<file path="src/rtl/cpu_pkg.sv">
// Shared CPU definitions: default datapath widths and the fetch FSM encoding.
package cpu_pkg;

  localparam int DATA_W_DEF    = 32;
  localparam int PC_W_DEF      = 32;
  localparam int ADDR_BITS_DEF = 10;

  // Fetch FSM state encoding.
  localparam logic [1:0] ST_IDLE   = 2'd0;
  localparam logic [1:0] ST_FETCH  = 2'd1;
  localparam logic [1:0] ST_HALTED = 2'd2;

endpackage

</file>
<file path="src/rtl/fetch_queue.sv">
// Small synchronous FIFO of {pc, instr} entries between fetch and decode.
// The head entry is presented directly; zeros are shown when the queue is empty.
module fetch_queue #(
  parameter int  DEPTH   = 2,
  parameter int  ENTRY_W = 64,
  localparam int CNT_W   = $clog2(DEPTH + 1),
  localparam int PTR_W   = (DEPTH > 1) ? $clog2(DEPTH) : 1
) (
  input  logic               clk,
  input  logic               reset,
  input  logic               push,
  input  logic               pop,
  input  logic               flush,
  input  logic [ENTRY_W-1:0] push_data,
  output logic [CNT_W-1:0]   count,
  output logic               head_valid,
  output logic [ENTRY_W-1:0] head_data
);

  logic [ENTRY_W-1:0] mem_q [DEPTH];
  logic [ENTRY_W-1:0] mem_d [DEPTH];
  logic [PTR_W-1:0]   head_q, head_d;
  logic [PTR_W-1:0]   tail_q, tail_d;
  logic [CNT_W-1:0]   count_q, count_d;
  logic               do_push, do_pop;

  function automatic logic [PTR_W-1:0] ptr_inc(input logic [PTR_W-1:0] p);
    return (p == PTR_W'(DEPTH - 1)) ? '0 : p + 1'b1;
  endfunction

  // Guard the requests so count can never leave 0..DEPTH.
  assign do_pop  = pop && (count_q != '0);
  assign do_push = push && ((count_q < CNT_W'(DEPTH)) || do_pop);

  // Next-state for storage, pointers and occupancy; flush overrides push/pop.
  always_comb begin
    // NOTE: every signal gets a default before any branch, so no path leaves one unassigned and no latch is inferred.
    mem_d   = mem_q;
    head_d  = head_q;
    tail_d  = tail_q;
    count_d = count_q;
    if (flush) begin
      head_d  = '0;
      tail_d  = '0;
      count_d = '0;
    end else begin
      if (do_push) begin
        mem_d[tail_q] = push_data;
        tail_d        = ptr_inc(tail_q);
      end
      if (do_pop) begin
        head_d = ptr_inc(head_q);
      end
      if (do_push && !do_pop) begin
        count_d = count_q + 1'b1;
      end else if (do_pop && !do_push) begin
        count_d = count_q - 1'b1;
      end
    end
  end

  // State registers with synchronous reset.
  always_ff @(posedge clk) begin
    // NOTE: registers use non-blocking assignments so every flop samples pre-edge values regardless of statement order.
    if (reset) begin
      // NOTE: the storage array is cleared on reset as well, so the queue contents are never unknown.
      for (int i = 0; i < DEPTH; i++) begin
        mem_q[i] <= '0;
      end
      head_q  <= '0;
      tail_q  <= '0;
      count_q <= '0;
    end else begin
      mem_q   <= mem_d;
      head_q  <= head_d;
      tail_q  <= tail_d;
      count_q <= count_d;
    end
  end

  assign count      = count_q;
  assign head_valid = (count_q != '0);
  assign head_data  = head_valid ? mem_q[head_q] : '0;

endmodule

</file>
<file path="src/rtl/instruction_fetch.sv">
// Instruction fetch stage: PC register and IDLE/FETCH/HALTED control, feeding
// a small queue toward decode. Talks to instruction memory only via F_PC/Instr.
module instruction_fetch
  import cpu_pkg::*;
#(
  parameter int DATA_W    = DATA_W_DEF,
  parameter int PC_W      = PC_W_DEF,
  parameter int ADDR_BITS = ADDR_BITS_DEF,
  parameter int QDEPTH    = 2,
  parameter int RESET_PC  = 0
) (
  input  logic              clk,
  input  logic              reset,
  input  logic              start,
  input  logic              halt_req,
  input  logic              redirect_valid,
  input  logic [PC_W-1:0]   redirect_pc,
  output logic [PC_W-1:0]   F_PC,
  input  logic [DATA_W-1:0] Instr,
  output logic              D_valid,
  input  logic              D_ready,
  output logic [DATA_W-1:0] D_instr,
  output logic [PC_W-1:0]   D_pc,
  output logic              busy
);

  localparam int CNT_W = $clog2(QDEPTH + 1);

  logic [1:0]             state_q, state_d;
  logic [ADDR_BITS-1:0]   pc_q, pc_d;
  logic [CNT_W-1:0]       q_count;
  logic [PC_W+DATA_W-1:0] q_head;
  logic                   pop, fetch, redirect_take;
  logic                   unused_redirect_pc;

  // Only the low ADDR_BITS of a redirect target address memory; the rest are dropped.
  assign unused_redirect_pc = ^redirect_pc;

  // F_PC comes straight from the pc register, zero-extended: no input-to-output path.
  assign F_PC          = PC_W'(pc_q);
  assign pop           = D_valid && D_ready;
  assign redirect_take = redirect_valid && (state_q != ST_IDLE);
  assign fetch         = (state_q == ST_FETCH) && !halt_req && !redirect_valid &&
                         ((q_count < CNT_W'(QDEPTH)) || pop);

  // FSM and pc next-state; a redirect outranks halt and fetch in the same cycle.
  always_comb begin
    state_d = state_q;
    pc_d    = pc_q;
    case (state_q)
      ST_IDLE:   if (start) state_d = ST_FETCH;
      ST_FETCH:  if (!redirect_valid && halt_req) state_d = ST_HALTED;
      ST_HALTED: if (redirect_valid) state_d = ST_FETCH;
      default:   state_d = ST_IDLE;
    endcase
    if (redirect_take) begin
      pc_d = redirect_pc[ADDR_BITS-1:0];
    end else if (fetch) begin
      pc_d = pc_q + 1'b1;
    end
  end

  // State and pc registers; reset outranks every other event.
  always_ff @(posedge clk) begin
    if (reset) begin
      state_q <= ST_IDLE;
      pc_q    <= ADDR_BITS'(RESET_PC);
    end else begin
      state_q <= state_d;
      pc_q    <= pc_d;
    end
  end

  // A pop in a redirect cycle still completes; the flush drops what remains.
  fetch_queue #(
    .DEPTH   (QDEPTH),
    .ENTRY_W (PC_W + DATA_W)
  ) u_fetch_queue (
    .clk        (clk),
    .reset      (reset),
    .push       (fetch),
    .pop        (pop),
    .flush      (redirect_take),
    .push_data  ({F_PC, Instr}),
    .count      (q_count),
    .head_valid (D_valid),
    .head_data  (q_head)
  );

  assign {D_pc, D_instr} = q_head;
  assign busy            = (state_q == ST_FETCH) || D_valid;

endmodule

</file>
<file path="config.mk">
export PLATFORM = sky130hd
export DESIGN_NAME = instruction_fetch
export DESIGN_NICKNAME = d
export VERILOG_FILES = /design/src/rtl/cpu_pkg.sv /design/src/rtl/fetch_queue.sv /design/src/rtl/instruction_fetch.sv
export SDC_FILE = /design/constraint.sdc
export NUM_CORES = 1
export LEC_CHECK = 0
export ABC_AREA = 1
export BUFFER_PORTS_ARGS = -buffer_cell sky130_fd_sc_hd__clkbuf_2
export CELL_PAD_IN_SITES_DETAIL_PLACEMENT = 0
export CELL_PAD_IN_SITES_GLOBAL_PLACEMENT = 2
export CORE_MARGIN = 4
export CORE_UTILIZATION = 29
export DETAILED_ROUTE_END_ITERATION = 6
export PLACE_DENSITY = 0.85
export SYNTH_ARGS = -nofsm -noshare
export SYNTH_HDL_FRONTEND = slang
export SYNTH_SLANG_ARGS = --single-unit
</file>
<file path="constraint.sdc">
create_clock -name clk -period 2.8 [get_ports clk]
set_input_delay 0.14 -clock clk [delete_from_list [all_inputs] [get_ports clk]]
set_output_delay 0.14 -clock clk [all_outputs]
set_load 0.01 [all_outputs]
</file>
==> flow_summary.ini <==
[global_routing]
grt_pass1_vias = 4190
antenna_found_initial = 0
grt_pass1_wl_mm = 21.8
grt_max_degree = 48
grt-ovfl-total = 0
grt_usage_pct = 14.8

[die]
die_h_um = 138
placementRows = 47
die_area_um2 = 19000
ioPinCount = 168
die_w_um = 138
coreArea_um2 = 16500
initial_core_util_pct = 29.5

[timing]
slew_headroom_pct = 34.5
period_share_pct = 76.1
setup_viol = 0
hold_ws_ns = 0.0316
clock.fmax_ghz = 0.469
setup_tns_ns = 0
slew_viol_final = 0
worstMarginPinSlew_ns = 0.983
grt_setup_unrepaired = no
hold_viol = 0
fin_skew_ns = 0.00403
period_needed_ns = 2.13

[final_layout]
final_common_cell = nor2_1
fin_cells = 997
layout-drive-gt1-share_pct = 20.6
area_growth_pct = 14.2
final_cell_mix = nor2_1 (145), nand2_1 (128), clkbuf_2 (101)
diodes = 0
fin_nets = 844

[power_and_ir_drop]
power_switching_w = 0.000893
p_int_w = 0.00228
p_per_area_nw_per_um2 = 569
pwr-share-clk_pct = 38.8
share_seq_of_total_power_pct = 47.8
p_leak_nw = 2.48
pwr-share-comb_pct = 13.5
peakVddDrop_uv = 289
sw_frac_of_total_pct = 28.1

[yosys]
synth_seq_area_share_pct = 41.0
synthMuxAreaShare_pct = 0
yosysUniqueCellTypes = 31
async_flop_share_pct = 0
synthAdderAreaFrac_pct = 0.513
synth-edff-count = 0
synth-xor-area-share_pct = 0.359
postSynthCellCount = 693
synth_flop_cell = dfxtp_1
synth_area_leaders = dfxtp_1 (41%), nor2_1 (11%), nand2_1 (9.8%)
synth-simple-area-share_pct = 27.1
synth_top_area_share_pct = 41.0
ys_ff_latch = 100
ys_warn_count = 0
avgSynthCellArea_um2 = 7.04
synth_top_family_by_area = simple AND/OR/NAND/NOR gates
synth-compound-area-share_pct = 16.6
synth_area_um2 = 4880
synth.largest_area_cell = dfxtp_1

[worst_setup_path]
r2r-end = u_fetch_queue.count[1]
reg2reg_from = state_q[0]
cp_max_fo = 19
r2r.worst_path.cells = 9
critPathKind = reg -> out
cp.required_ns = 2.66
critical_path_arrival_ns = 1.99
r2r_slack_ns = 0.88
cp-end-kind = output port
start_kind = flop

[place]
port_buffers = 101
gp_congestion = 0.727
placed_cells = 981
post-dp-hpwl_mm = 8.61

[cts]
hold_buffers = 0
cts_tree = yes
clkTransAtPathRegs_ns = 0.07
cts.sinks = 100
cts_resized = 0
cts_buffers = 9
cts_root_buf = clkbuf_16
clock_latency_ns = 0.35
cts_setup_buffers = 0
clock_path_buffers = 2
cts_max_level = 3

[hold_path]
hold_path_class = in -> reg
min_from = Instr[26]
hold_end = u_fetch_queue.mem_q[90]
min_path_cells = 3

[route]
drt-total-wl_mm = 13.9
drc_errors = 0
viasPerCell = 4.39
first_iter_violations = 266
dr.pass1.iters = 4
routedWlPerCell_um = 14.0
ant_nets = 0
dr_total_vias = 4375

[job]
drv_cap = 0

[outcome]
status = finished, final reports clean
-- critical path, stage by stage (launching register included) --
cell and delay (ns):
dfxtp_2 0.33, clkinv_1 0.55, buf_4 0.45, nand2_1 0.07, a21oi_1 0.07, clkbuf_2 0.16
-- worst max-delay path by stage --
stage / start / slack [ns] / depth (start not counted) / endpoint
detailed placement: state_q[0] / 0.88 / 9 / u_fetch_queue.count[1]
floorplan: u_fetch_queue.count[1] / 1.21 / 8 / u_fetch_queue.count[1]
CTS: u_fetch_queue.head_q / 0.58 / 5 / D_instr[8]
finish: u_fetch_queue.head_q / 0.67 / 5 / D_instr[8]
global route: u_fetch_queue.head_q / 0.49 / 5 / D_instr[8]
global placement: state_q[0] / 0.90 / 9 / u_fetch_queue.count[1]
-- synth_stat cells (6+ instances only) --
cell type and count:
nand2_1 128, o21ai_0 38, buf_6 6, clkbuf_1 22, nor2_2 19, buf_2 6
inv_1 19, a21oi_1 67, nor2_1 146, buf_4 44, o21ai_1 49, dfxtp_1 100
nand3_1 20
-- routing by layer --
metal	up-vias	track usage (%)	share of wire (%)	wire, um
met5	-	0	0	0
met4	0	5.10	1.5	206
met3	13	2.74	4.8	673
met2	97	25.0	47	6570
met1	1974	19.1	46	6460
li1	2291	-	-	-
-- final cells by class --
type	count	area [um^2]
fillers	1823	11000
multi-input cells	527	2350
flip-flops and latches	100	2000
repair buffers	110	573
well taps	220	275
clock buffers	10	229
inverters	24	90.1
clock inverters	6	55.1
-- cells by family (layout without fill, tap and decap cells) --
kind of cell,Yosys count,in the layout
other,1,44
XOR/XNOR,2,2
buffers and inverters,109,150
adder cells (fa/ha/maj),2,2
flip-flops,100,100
AND/OR/NAND/NOR,320,320
AO/OA/AOI/OAI,159,159
-- metrics by stage --
step	power (W)	utilization [%]	setup slack [ns]	instance area, um^2
floorplan	0.00186	-	1.21	5040
global placement	0.00198	32.0	0.897	5290
detailed placement	0.00198	32.0	0.880	5290
CTS	0.00323	33.7	0.580	5570
global route	0.00333	33.7	0.487	5570
finish	0.00317	33.7	0.669	5570
-- registers in the layout (all words and copies together), names as in the netlist --
name	count
u_fetch_queue.count	2
pc_q	10
u_fetch_queue.tail_q	1
state_q	2
u_fetch_queue.mem_q	84
u_fetch_queue.head_q	1
-- power groups by stage --
stage	combinational [W]	clock, W	sequential (W)
floorplan	0.000322	0	0.00154
global placement	0.000436	0	0.00155
global route	0.000484	0.00133	0.00152
detailed placement	0.000436	0	0.00155
CTS	0.000437	0.00128	0.00152
finish	0.000428	0.00123	0.00152
(Power assumes the default switching activity.)
